`config.mk`:
```
export PLATFORM = sky130hd
export DESIGN_NAME = score_engine
export DESIGN_NICKNAME = d
export VERILOG_FILES = /design/src/rtl/score_pkg.sv /design/src/rtl/score_engine_combo_tier.sv /design/src/rtl/score_engine.sv
export SDC_FILE = /design/constraint.sdc
export NUM_CORES = 1
export LEC_CHECK = 0
export ABC_CLOCK_PERIOD_IN_PS = 4800
export CORE_MARGIN = 1
export CORE_UTILIZATION = 30
export CTS_BUF_LIST = sky130_fd_sc_hd__clkbuf_8
export DETAILED_ROUTE_END_ITERATION = 6
export REMOVE_ABC_BUFFERS = 1
export SLEW_MARGIN = 40
export SYNTH_ARGS = -nofsm -noshare
export SYNTH_HDL_FRONTEND = slang
export SYNTH_SLANG_ARGS = --single-unit
```
`constraint.sdc`:
```
create_clock -name clk -period 4.8 [get_ports clk]
set_clock_uncertainty 0.1 [all_clocks]
set_input_delay 0.72 -clock clk [delete_from_list [all_inputs] [get_ports clk]]
set_output_delay 0.72 -clock clk [all_outputs]
set_load 0.005 [all_outputs]
```
`src/rtl/score_pkg.sv`:
```
// Shared encodings and saturating helpers for the score engine.
package score_pkg;

    // Top-level game_state encodings
    localparam logic [1:0] GS_IDLE        = 2'd0;
    localparam logic [1:0] GS_SONG_SELECT = 2'd1;
    localparam logic [1:0] GS_GAME_PLAY   = 2'd2;
    localparam logic [1:0] GS_GAME_OVER   = 2'd3;

    typedef enum logic [1:0] {IDLE, PLAY, DRAIN, OVER} fsm_t;

    // Helpers work on a wide unsigned type so callers' sums cannot wrap;
    // callers cast back down after clamping to their own limit.
    typedef logic [63:0] wide_t;

    function automatic wide_t sat_add(input wide_t a, input wide_t b, input wide_t lim);
        wide_t s;
        s = a + b;
        return (s > lim) ? lim : s;
    endfunction

    function automatic wide_t max_u(input wide_t a, input wide_t b);
        return (a > b) ? a : b;
    endfunction

endpackage

```
`src/rtl/score_engine_combo_tier.sv`:
```
// Combo -> multiplier tier map: 1 at zero combo, else one step per
// 2^TIER_LOG2 hits starting at 2, capped at MULT_MAX.
module combo_tier #(
    parameter int COMBO_W   = 8,
    parameter int TIER_LOG2 = 4,
    parameter int MULT_MAX  = 17,
    parameter int MULT_W    = $clog2(MULT_MAX + 1)
) (
    input  logic [COMBO_W-1:0] combo,
    output logic [MULT_W-1:0]  mult
);
    // one extra bit so the +2 cannot overflow
    localparam int TW = COMBO_W + 1;

    logic [TW-1:0] dec;
    logic [TW-1:0] tier;

    // tier lookup with ceiling clamp
    always_comb begin
        dec  = {1'b0, combo} - TW'(1);
        tier = (dec >> TIER_LOG2) + TW'(2);
        if (combo == '0)
            mult = MULT_W'(1);
        else if (int'(tier) >= MULT_MAX)
            mult = MULT_W'(MULT_MAX);
        else
            mult = MULT_W'(tier);
    end

endmodule

```
`src/rtl/score_engine.sv`:
```
// Multi-lane score/combo engine: stage 1 registers per-lane judgements,
// stage 2 commits points at the current combo tier. Tracks song end and
// a session high score.
module score_engine
    import score_pkg::*;
#(
    parameter int LANES       = 2,
    parameter int SCORE_W     = 16,
    parameter int COMBO_W     = 8,
    parameter int PTS_GOOD    = 1,
    parameter int PTS_PERFECT = 2,
    parameter int TIER_LOG2   = 4,
    parameter int MULT_MAX    = 17,
    localparam int MULT_W     = $clog2(MULT_MAX + 1)
) (
    input  logic               clk,
    input  logic               rst_n,
    input  logic [1:0]         game_state,
    input  logic [LANES-1:0]   lane_hit,
    input  logic [LANES-1:0]   lane_perfect,
    input  logic [LANES-1:0]   lane_miss,
    output logic [SCORE_W-1:0] score,
    output logic [COMBO_W-1:0] combo,
    output logic [COMBO_W-1:0] max_combo,
    output logic [MULT_W-1:0]  multiplier,
    output logic [SCORE_W-1:0] high_score,
    output logic               new_high,
    output logic               done,
    output logic               playing
);
    localparam int PTS_MAX = (PTS_PERFECT > PTS_GOOD) ? PTS_PERFECT : PTS_GOOD;
    localparam int BASE_W  = $clog2(LANES * PTS_MAX + 1);
    localparam int CNT_W   = $clog2(LANES + 1);
    localparam int PROD_W  = BASE_W + MULT_W;
    localparam logic [SCORE_W-1:0] SCORE_MAX = {SCORE_W{1'b1}};
    localparam logic [COMBO_W-1:0] COMBO_MAX = {COMBO_W{1'b1}};

    typedef struct packed {
        logic              valid;
        logic [BASE_W-1:0] base_sum;
        logic [CNT_W-1:0]  hit_cnt;
        logic              any_miss;
    } s1_t;

    fsm_t                          state;
    s1_t                           s1, s1_nx;
    logic [LANES-1:0]              lane_ok;
    logic [LANES-1:0][BASE_W-1:0]  lane_pts;
    logic [MULT_W-1:0]             mult_now;
    logic [PROD_W-1:0]             add;
    logic [SCORE_W-1:0]            score_nx;
    logic [COMBO_W-1:0]            combo_nx;
    logic                          play_entry;
    logic                          sample_en;

    // entering PLAY this edge; lanes are live on this edge too
    assign play_entry = (game_state == GS_GAME_PLAY) && (state == IDLE || state == OVER);
    assign sample_en  = (game_state == GS_GAME_PLAY) && (state == PLAY || play_entry);

    // per-lane points; a miss on a lane cancels its hit
    for (genvar g = 0; g < LANES; g++) begin : g_lane
        assign lane_ok[g]  = lane_hit[g] & ~lane_miss[g];
        assign lane_pts[g] = !lane_ok[g]      ? '0 :
                             lane_perfect[g]  ? BASE_W'(PTS_PERFECT) : BASE_W'(PTS_GOOD);
    end

    // reduce lanes into one stage-1 record
    always_comb begin
        s1_nx          = '0;
        s1_nx.valid    = |(lane_hit | lane_miss);
        s1_nx.any_miss = |lane_miss;
        for (int i = 0; i < LANES; i++) begin
            s1_nx.base_sum = s1_nx.base_sum + lane_pts[i];
            s1_nx.hit_cnt  = s1_nx.hit_cnt + CNT_W'(lane_ok[i]);
        end
    end

    // stage-1 register; cleared whenever lanes are not being sampled
    always_ff @(posedge clk or negedge rst_n) begin
        if (!rst_n)
            s1 <= '0;
        else
            s1 <= sample_en ? s1_nx : '0;
    end

    // tier from the pre-update combo, so same-cycle misses score at the old rate
    combo_tier #(
        .COMBO_W   (COMBO_W),
        .TIER_LOG2 (TIER_LOG2),
        .MULT_MAX  (MULT_MAX),
        .MULT_W    (MULT_W)
    ) u_tier (
        .combo (combo),
        .mult  (mult_now)
    );

    // stage-2 next values, saturating
    always_comb begin
        add      = PROD_W'(s1.base_sum) * PROD_W'(mult_now);
        score_nx = SCORE_W'(sat_add(wide_t'(score), wide_t'(add), wide_t'(SCORE_MAX)));
        combo_nx = s1.any_miss ? '0 :
                   COMBO_W'(sat_add(wide_t'(combo), wide_t'(s1.hit_cnt), wide_t'(COMBO_MAX)));
    end

    // running score/combo: cleared on PLAY entry, committed on valid stage 1
    always_ff @(posedge clk or negedge rst_n) begin
        if (!rst_n) begin
            score     <= '0;
            combo     <= '0;
            max_combo <= '0;
        end else if (play_entry) begin
            score     <= '0;
            combo     <= '0;
            max_combo <= '0;
        end else if (s1.valid) begin
            score     <= score_nx;
            combo     <= combo_nx;
            max_combo <= COMBO_W'(max_u(wide_t'(max_combo), wide_t'(combo_nx)));
        end
    end

    // displayed multiplier trails combo by one cycle
    always_ff @(posedge clk or negedge rst_n) begin
        if (!rst_n)
            multiplier <= MULT_W'(1);
        else
            multiplier <= mult_now;
    end

    // song FSM with registered status outputs and high-score latch
    always_ff @(posedge clk or negedge rst_n) begin
        if (!rst_n) begin
            state      <= IDLE;
            done       <= 1'b0;
            playing    <= 1'b0;
            high_score <= '0;
            new_high   <= 1'b0;
        end else begin
            done <= 1'b0;
            case (state)
                IDLE: begin
                    if (game_state == GS_GAME_PLAY) begin
                        state   <= PLAY;
                        playing <= 1'b1;
                    end
                end
                PLAY: begin
                    if (game_state != GS_GAME_PLAY) begin
                        state   <= DRAIN;
                        playing <= 1'b0;
                    end
                end
                DRAIN: begin
                    // last in-flight hit committed on the previous edge
                    state <= OVER;
                    done  <= 1'b1;
                    if (score > high_score) begin
                        high_score <= score;
                        new_high   <= 1'b1;
                    end else begin
                        new_high   <= 1'b0;
                    end
                end
                OVER: begin
                    if (game_state == GS_GAME_PLAY) begin
                        state   <= PLAY;
                        playing <= 1'b1;
                    end else if (game_state == GS_IDLE || game_state == GS_SONG_SELECT) begin
                        state   <= IDLE;
                    end
                end
                default: begin
                    state   <= IDLE;
                    playing <= 1'b0;
                end
            endcase
        end
    end

endmodule
```
==> results.py, run 1 <==
metrics = {
    "critical_path": {
        "arrival_ps": 4770,
        "startpoint_type": "register",
        "cp-end-kind": "register",
        "critPathRequiredTime_ps": 4950,
        "crit_type": "register to register",
        "critPathMaxFanout": 8,
    },
    "power_and_ir_drop": {
        "power-per-cell-area_nw_per_um2": 554,
        "p_total_mw": 3.13,
        "p_leak_nw": 2.48,
        "peakVddDrop_mv": 0.158,
    },
    "synth": {
        "ys_top_cells_by_count": "64 x dfrtp_1, 57 x inv_1, 46 x ha_1",
        "syn_area_um2": 4420,
        "synth.yosys.seq_area_share_pct": 36.8,
        "yosysTopAreaCell": "dfrtp_1",
        "ys.flop_type": "dfrtp_1",
        "synth_warnings": 0,
        "synth_edf_count": 0,
        "synth_top_area_share_pct": 36.2,
        "synth_area_leaders": "dfrtp_1 36%, ha_1 13%, fa_1 5.0%, inv_1 4.8%, a21oi_1 3.4%",
        "syn_area_per_cell_um2": 9.80,
        "synthCells": 451,
        "synth-seq-cells": 65,
        "synth-async-reset-ratio_pct": 100,
        "synth.most_common_cell": "dfrtp_1",
        "yosysUniqueCellTypes": 59,
    },
    "clock_tree": {
        "clk_latency_ps": 360,
        "cts_made_buffers": 9,
        "clk_path_buf_depth": 2,
        "clk_pin_slew_ps": 80,
        "htree_levels": 3,
        "cts_tree": "done",
        "ctsRootBufferMaster": "clkbuf_8",
        "clock_sinks": 65,
    },
    "grt": {
        "grt_pass1_wl_um": 18100,
        "grt-ovfl-total": 0,
        "antenna_found_initial": 0,
        "grt_pass1_vias": 3596,
        "grt_use_total_pct": 15.4,
        "grt_max_degree": 37,
    },
    "detailed_routing": {
        "first_iter_violations": 266,
        "wl_per_cell_um": 15.2,
        "dr.pass1.iters": 4,
        "drt-total-wl_um": 10900,
        "antenna_left": 0,
        "route.vias.total": 3627,
        "drc": 0,
        "vias_per_cell": 5.04,
    },
    "timing": {
        "period_needed_ps": 4620,
        "slew-limit-headroom_pct": 51.0,
        "rsz0062_at_grt": "yes",
        "final_max_slew_viol_count": 0,
        "fmax_ghz": 0.217,
        "period_share_pct": 96.2,
        "finalSetupViolations": 0,
        "worstMarginPinSlew_ps": 735,
        "final-hold-violation-count": 0,
        "setup_ws_ps": 183,
    },
    "floorplanning": {
        "core_area_um2": 14500,
        "die_y_um": 123,
        "die_area_um2": 15200,
        "io_pins": 66,
        "die_x_um": 123,
        "initial_core_util_pct": 30.5,
        "std_cell_rows": 44,
    },
    "placement": {
        "pre_cts_ws_ps": -86.0,
        "dp_hpwl_um": 8060,
        "gp_congestion": 0.844,
        "io_buffers": 65,
        "post_dp_cell_area_um2": 5330,
        "placed_cells": 701,
    },
    "finish": {
        "stdcell_area_um2": 5660,
        "area_growth_pct": 28.0,
        "final_layout_size_suffix_gt1_share_pct": 12.5,
        "n_fill_cell": 1434,
        "final_nets": 597,
        "fin_cells": 719,
        "diodes": 0,
    },
    "job": {
        "drv_cap": 0,
    },
    "min_path": {
        "hold_path_class": "input pin to async pin",
    },
    "outcome": {
        "status": "finished clean",
    },
}
flip-flops by register name, summed over array words and instances, names as in the netlist:
register    count
playing         1
combo           8
score          16
new_high        1
high_score     16
done            1
max_combo       8
state           2
multiplier      5
s1              7
worst max-delay path: stages (launching register included):
cell,delay [ps]
dfrtp_1,420
nor4_4,340
nand2_2,120
nor2_2,140
xnor2_1,180
ha_2,290
o21ai_0,120
a21oi_2,240
nor3b_1,100
fa_1,510
inv_1,50
fa_1,490
inv_1,40
ha_1,330
o211ai_1,120
o21ai_2,250
o211a_1,340
a21oi_1,100
a311oi_1,240
kinds of logic after synthesis:
kind of cell / share of synthesized area, %
simple gates: 13.2
flops: 36.8
compound gates: 18.2
xor+xnor: 1.98
buf+inv: 6.31
mux: 5.46
fa+ha+maj: 18.0
cells in the final DEF, fill, tap and decap left out, drive strengths merged, types with 5 or more instances in the layout:
cell type / Yosys / routed
mux2: 11 / 11
ha: 46 / 46
inv: 57 / 58
a211oi: 5 / 5
nand2: 20 / 20
o31ai: 5 / 5
nor2b: 11 / 11
nand3: 9 / 9
clkbuf: 7 / 10
a21oi: 30 / 30
o21ai: 27 / 27
a31oi: 9 / 9
xnor2: 6 / 6
clkdlybuf4s50: 0 / 64
o21a: 5 / 5
mux2i: 11 / 11
and2: 11 / 11
o211ai: 11 / 11
nor2: 24 / 24
dfrtp: 64 / 64
fa: 11 / 11
nor3: 6 / 6
nand4: 8 / 8
buf: 5 / 16
report_power, final:
group	switching [mW]	total [mW]	internal [mW]
logic	0.902	1.69	0.787
registers	0.168	0.867	0.699
clock network	0.221	0.578	0.356
path summary, 6_finish.rpt:
kind	start	end	slack (ps)	cells past startpoint
min	rst_n	high_score[14]	320	1
min reg2reg	new_high	new_high	410	1
min in group clk	new_high	new_high	410	1
max in group asynchronous	rst_n	s1[6]	3310	2
max reg2reg	combo[1]	score[14]	180	18
max	combo[1]	score[14]	180	18
metal layers:
metal  GRT usage, %  vias to the layer above  wire [µm]
met5              0                        -          0
met4           6.93                        0        256
met3           3.32                       21        479
met2           23.5                       71       5110
met1           20.9                     1766       5050
li1               -                     1769          -
per-stage QoR:
step           hold WS, ps  util (%)  setup TNS (ps)
5_1_grt                360      39.1            -265
4_1_cts                332      38.7               0
3_5_place_dp           395      36.8            -261
6_report               323      39.1               0
3_3_place_gp           403      36.8               0
2_1_floorplan          324         -               0
final cells by class:
type	count	area [µm²]	area share [%]
Tap cell	184	230	4.07
Clock buffer	10	138	2.43
Clock inverter	6	106	1.88
Multi-Input combinational cell	317	2580	45.6
Sequential cell	65	1630	28.8
Timing Repair Buffer	80	762	13.5
Inverter	57	214	3.78
what timing repair did:
item,CTS,global route
pin swaps,2,4
setup endpoints to repair,8,14
resized for setup,7,10
setup buffers,0,1
endpoints found under the hold margin,0,0
hold buffers,0,0
Note: power is estimated with default switching activity, not from simulation.
==> inputs of run 2 (changes only) <==
--- a/config.mk
+++ b/config.mk
@@ -7,9 +7,10 @@
 export LEC_CHECK = 0
 export ABC_CLOCK_PERIOD_IN_PS = 4800
 export CORE_MARGIN = 1
-export CORE_UTILIZATION = 30
+export CORE_UTILIZATION = 51
 export CTS_BUF_LIST = sky130_fd_sc_hd__clkbuf_8
 export DETAILED_ROUTE_END_ITERATION = 6
+export PLACE_DENSITY = 0.91
 export REMOVE_ABC_BUFFERS = 1
 export SLEW_MARGIN = 40
 export SYNTH_ARGS = -nofsm -noshare
==> run 2 against run 1 <==
Effect of this change: non-clock buffer count increased by 4; register-to-register slack worse by 160 ps; first-iteration DRC count grew 36%; sequential power up 0.8%; cell area decreased by 0.82%; highest routed layer unchanged; critical path depth unchanged; sequential share of layout area rose by 0.24 points; die area down 41%; largest power group unchanged; clock-buffer cell count grew 1; fmax is 3.3% lower.
==> results.py, run 2 (synthesis gave the netlist of run 1 again) <==
metrics = {
    "finish": {
        "diodes": 0,
        "layout_common_cells": "64 x clkdlybuf4s50_1, 63 x dfrtp_1, 58 x inv_1",
        "top_regs": "high_score (16), score (16)",
        "fin_util_pct": 67.6,
        "final_layout_size_suffix_gt1_share_pct": 15.6,
        "fin_cells": 643,
        "layout_commonest_cell": "clkdlybuf4s50_1",
        "area_growth_pct": 27.0,
        "final_nets": 601,
    },
    "timing": {
        "setup_ws_ps": 23.4,
        "fin_setup_tns_ps": 0,
        "worstMarginPinSlew_ps": 817,
        "final-hold-violation-count": 0,
        "finalSetupViolations": 0,
        "final_max_slew_viol_count": 0,
        "fmax_ghz": 0.209,
        "slew-limit-headroom_pct": 45.3,
        "period_share_pct": 99.5,
        "period_needed_ps": 4780,
        "hold-worst-slack_ps": 216,
    },
    "critical_path": {
        "startpoint": "combo[3]",
        "regToRegStartpoint": "combo[3]",
        "critPathMaxFanout": 8,
        "crit_type": "register to register",
        "startpoint_type": "register",
        "arrival_ps": 4940,
        "critPathRequiredTime_ps": 4960,
        "cp-end-kind": "register",
    },
    "detailed_routing": {
        "route.vias.total": 3980,
        "drc": 0,
        "drt-total-wl_um": 12000,
        "dr.pass1.iters": 5,
        "wl_per_cell_um": 18.6,
        "antenna_left": 0,
        "first_iter_violations": 362,
        "vias_per_cell": 6.19,
    },
    "placement": {
        "placed_cells": 620,
        "dp_hpwl_um": 7830,
        "pre_cts_ws_ps": -209,
        "gp_congestion": 0.948,
        "io_buffers": 65,
    },
    "floorplanning": {
        "core_area_um2": 8300,
        "die_x_um": 95.1,
        "die_y_um": 95.1,
        "die_area_um2": 9050,
        "std_cell_rows": 33,
        "initial_core_util_pct": 53.3,
        "io_pins": 66,
    },
    "grt": {
        "grt_pass1_wl_um": 17900,
        "met3_usage_pct": 4.55,
        "gr-max-usage-layer": "met2",
        "grt-ovfl-total": 0,
        "antenna_found_initial": 0,
        "met1_usage_pct": 33.4,
        "grtUsageMet2_pct": 41.7,
        "grt_pass1_vias": 3806,
        "grt_use_total_pct": 25.8,
        "grt_max_degree": 34,
    },
    "clock_tree": {
        "cts_tree": "done",
        "clock_sinks": 65,
        "ctsRootBufferMaster": "clkbuf_8",
        "clk_pin_slew_ps": 70,
        "htree_levels": 3,
        "holdBufCountCts": 0,
        "clk_latency_ps": 350,
        "cts_made_buffers": 9,
        "clk_path_buf_depth": 2,
    },
    "min_path": {
        "hold_path_class": "input pin to async pin",
    },
    "power_and_ir_drop": {
        "peakVddDrop_mv": 0.359,
        "p_leak_nw": 2.49,
        "power-per-cell-area_nw_per_um2": 565,
    },
    "job": {
        "drv_cap": 0,
    },
    "outcome": {
        "status": "finished clean",
    },
}
run 2: cell types whose count changed in the layout (fill, tap and decap cells not counted), moves of 3 or more:
cell       previous run  this run
buf_4                14        20
bufinv_16             3         0
ha_4                  1         4
inv_2                 0         3
run 2: through the flow:
step / power (mW) / instance area (µm²)
2_1_floorplan: 1.85 / 4360
3_3_place_gp: 2.38 / 5220
3_5_place_dp: 2.48 / 5220
4_1_cts: 2.94 / 5450
5_1_grt: 3.39 / 5610
6_report: 3.17 / 5610
run 2: routing by layer:
layer	up-vias	share of wire, %
li1	1776	-
met1	1913	40
met2	229	49
met3	62	7.3
met4	0	3.8
met5	-	0
run 2: power breakdown:
part | leakage [nW] | internal [mW] | switching, mW
clock network | 0.100 | 0.206 | 0.208
logic | 1.52 | 0.856 | 1.03
registers | 0.866 | 0.699 | 0.175
total | 2.49 | 1.76 | 1.41
run 2: worst max-delay path, stage by stage (launching register included):
cell and delay [ps]:
dfrtp_1 430, nor4_4 340, nand2_2 140, nor2_4 150, xnor2_2 180, ha_1 270, o211ai_1 140, a21oi_2 270
nand2_1 110, fa_1 540, fa_1 550, inv_2 70, ha_4 250, a211oi_2 230, o21ai_2 150, buf_4 170
o211a_4 260, buf_4 140, a311oi_2 180
run 2: worst paths after layout:
| path | to | depth (start not counted) | slack (ps) |
|---|---|---|---|
| min | done | 1 | 220 |
| max in group asynchronous | multiplier[0] | 2 | 3560 |
| max | score[12] | 18 | 20 |
| max reg2reg | score[12] | 18 | 20 |
| min in group clk | high_score[11] | 1 | 440 |
| min reg2reg | high_score[11] | 1 | 440 |
run 2: timing repair:
item                                    CTS  global route
pin swaps                                 3            25
endpoints found under the setup margin   15            15
gates resized for setup                  11            29
setup buffers                             2             6
run 2: cell type report:
cell class	count	area (µm²)
Multi-Input combinational cell	317	2680
Timing Repair Buffer	84	791
Tap cell	105	131
Inverter	57	214
Fill cell	578	2690
Clock inverter	4	15.0
Clock buffer	11	151
Sequential cell	65	1630
==> inputs of run 3 (changes only) <==
--- a/config.mk
+++ b/config.mk
@@ -6,10 +6,12 @@
 export NUM_CORES = 1
 export LEC_CHECK = 0
 export ABC_CLOCK_PERIOD_IN_PS = 4800
+export CAP_MARGIN = 0
 export CORE_MARGIN = 1
 export CORE_UTILIZATION = 51
-export CTS_BUF_LIST = sky130_fd_sc_hd__clkbuf_8
+export CTS_BUF_LIST = sky130_fd_sc_hd__clkbuf_4
 export DETAILED_ROUTE_END_ITERATION = 6
+export GPL_TIMING_DRIVEN = 0
 export PLACE_DENSITY = 0.91
 export REMOVE_ABC_BUFFERS = 1
 export SLEW_MARGIN = 40
==> run 3 against run 2 <==
Effect of this change: the flow now finishes with violations (negative setup slack); cell count decreased by 0.47%; total power increased by 1.8%; die area unchanged; first-iteration DRC count increased by 5.0%; worst hold slack got worse by 140 ps; combinational power about the same; global-route usage decreased by 0.63 points; clock power increased by 6.3%.
==> results.py, run 3 (synthesis gave the netlist of run 1 again) <==
metrics = {
    "critical_path": {
        "cp_top_family": "adder cells",
        "r2r_cells": 19,
        "crit_type": "register to register",
        "cp-end-kind": "register",
        "max_stage_delay_ps": 480,
        "arrival_ps": 5140,
        "startpoint_type": "register",
        "crit_chain": "nor4_4 -> nand2_2 -> nor2_4 -> xnor2_2 -> ha_4 -> nand2_1 -> nand4_1 -> o21ai_0 -> nor3b_2 -> fa_1 -> inv_1 -> fa_1 -> inv_1 -> ha_4 -> o211ai_1 -> o21ai_2 -> o2111ai_4 -> buf_4 -> a31oi_1",
        "critical_path_depth": 19,
        "critPathMaxFanout": 6,
        "cp_slowest_cell": "fa_1",
        "crit_buf_inv": 3,
        "critPathRequiredTime_ps": 5020,
    },
    "min_path": {
        "hold_path_class": "input pin to async pin",
    },
    "floorplanning": {
        "initial_core_util_pct": 53.3,
        "die_area_um2": 9050,
        "die_y_um": 95.1,
        "std_cell_rows": 33,
        "core_area_um2": 8300,
        "die_x_um": 95.1,
        "io_pins": 66,
    },
    "timing": {
        "setup_ws_ps": -124,
        "rsz0062_at_grt": "yes",
        "hold-worst-slack_ps": 80.6,
        "final_max_slew_viol_count": 0,
        "period_share_pct": 103,
        "final-hold-violation-count": 0,
        "period_needed_ps": 4920,
        "fin_setup_tns_ps": -578,
        "fmax_ghz": 0.203,
        "finalSetupViolations": 10,
        "worstMarginPinSlew_ps": 658,
        "slew-limit-headroom_pct": 56.1,
    },
    "placement": {
        "dp_hpwl_um": 7470,
        "post_dp_cell_area_um2": 5160,
        "pre_cts_ws_ps": -608,
        "gp_congestion": 0.929,
        "io_buffers": 65,
        "placed_cells": 610,
    },
    "outcome": {
        "status": "finished, violations left",
        "violations": "negative setup slack",
    },
    "finish": {
        "multiInputGateArea_um2": 2710,
        "register_area_um2": 1630,
        "layout_commonest_cell": "clkdlybuf4s50_1",
        "final_nets": 597,
        "diodes": 0,
        "area_growth_pct": 27.4,
        "layout_common_cells": "64 x clkdlybuf4s50_1, 61 x dfrtp_1, 54 x inv_1",
        "final_layout_size_suffix_gt1_share_pct": 17.2,
        "stdcell_area_um2": 5630,
        "n_fill_cell": 550,
        "fin_cells": 640,
        "fin_util_pct": 67.9,
        "top_regs": "high_score (16), score (16)",
    },
    "job": {
        "drv_cap": 0,
    },
    "detailed_routing": {
        "antenna_left": 0,
        "drc": 0,
        "dr.pass1.iters": 5,
        "route.vias.total": 4004,
        "drt-total-wl_um": 12100,
        "vias_per_cell": 6.26,
        "first_iter_violations": 380,
        "wl_per_cell_um": 18.9,
    },
    "grt": {
        "antenna_found_initial": 0,
        "grtUsageMet2_pct": 41.0,
        "grt_pass1_wl_um": 17300,
        "grt_pass1_vias": 3697,
        "met3_usage_pct": 5.90,
        "grt-ovfl-total": 0,
        "gr-max-usage-layer": "met2",
        "grt_use_total_pct": 25.1,
        "met1_usage_pct": 31.3,
        "grt_max_degree": 41,
    },
    "clock_tree": {
        "clock_sinks": 65,
        "clk_pin_slew_ps": 110,
        "cts_tree": "done",
        "clk_latency_ps": 430,
        "holdBufCountCts": 0,
        "ctsRootBufferMaster": "clkbuf_4",
        "clk_path_buf_depth": 2,
        "cts_made_buffers": 9,
        "htree_levels": 3,
    },
    "power_and_ir_drop": {
        "p_total_mw": 3.23,
        "p_leak_nw": 2.46,
        "peakVddDrop_mv": 0.266,
        "power-per-cell-area_nw_per_um2": 573,
    },
}
==> run 3: changes by cell type in the layout (fill, tap and decap cells not counted), moves of 4 or more <==
cell,delta
clkbuf_8,-11
inv_1,-4
clkbuf_4,+13
buf_4,-7
==> run 3: final timing paths <==
| path | start | slack, ps | endpoint |
|---|---|---|---|
| min in group clk | high_score[13] | 450 | high_score[13] |
| max in group asynchronous | rst_n | 3940 | multiplier[0] |
| setup / recovery | combo[3] | -120 | score[4] |
| hold / removal | rst_n | 80 | score[6] |
| hold reg to reg | high_score[13] | 450 | high_score[13] |
| setup reg to reg | combo[3] | -120 | score[4] |
==> run 3: layout make-up <==
| cell class | instances | area share (%) |
|---|---|---|
| Multi-Input combinational cell | 317 | 48.2 |
| Sequential cell | 65 | 29.0 |
| Timing Repair Buffer | 80 | 13.9 |
| Inverter | 57 | 3.80 |
| Tap cell | 105 | 2.33 |
| Clock buffer | 13 | 1.73 |
| Clock inverter | 3 | 1.16 |
==> run 3: worst register-to-register path, stage by stage, from the launching register on <==
cell       delay [ps]
dfrtp_2           450
nor4_4            360
nand2_2           140
nor2_4            140
xnor2_2           180
ha_4              220
nand2_1            80
nand4_1           110
o21ai_0           220
nor3b_2           330
fa_1              480
inv_1             110
fa_1              420
inv_1             110
ha_4              180
o211ai_1          130
o21ai_2           320
o2111ai_4         220
buf_4             220
a31oi_1           290
==> run 3: where the power goes <==
part	internal [mW]	switching, mW	total (mW)
Sequential	0.698	0.169	0.867
Clock	0.235	0.205	0.440
Combinational	0.878	1.05	1.92
Total	1.81	1.42	3.23
==> run 3: repair_timing <==
action / 4_1_cts / 5_1_grt
setup buffers: 6 / 7
pin swaps: 6 / 30
gates resized for setup: 12 / 34
cloned: 0 / 0
endpoints found under the setup margin: 16 / 16
==> run 3: per-layer routing <==
layer / vias up / share of wire (%)
met5: - / 0
met4: 0 / 3.9
met3: 56 / 7.6
met2: 214 / 49
met1: 1969 / 39
li1: 1765 / -
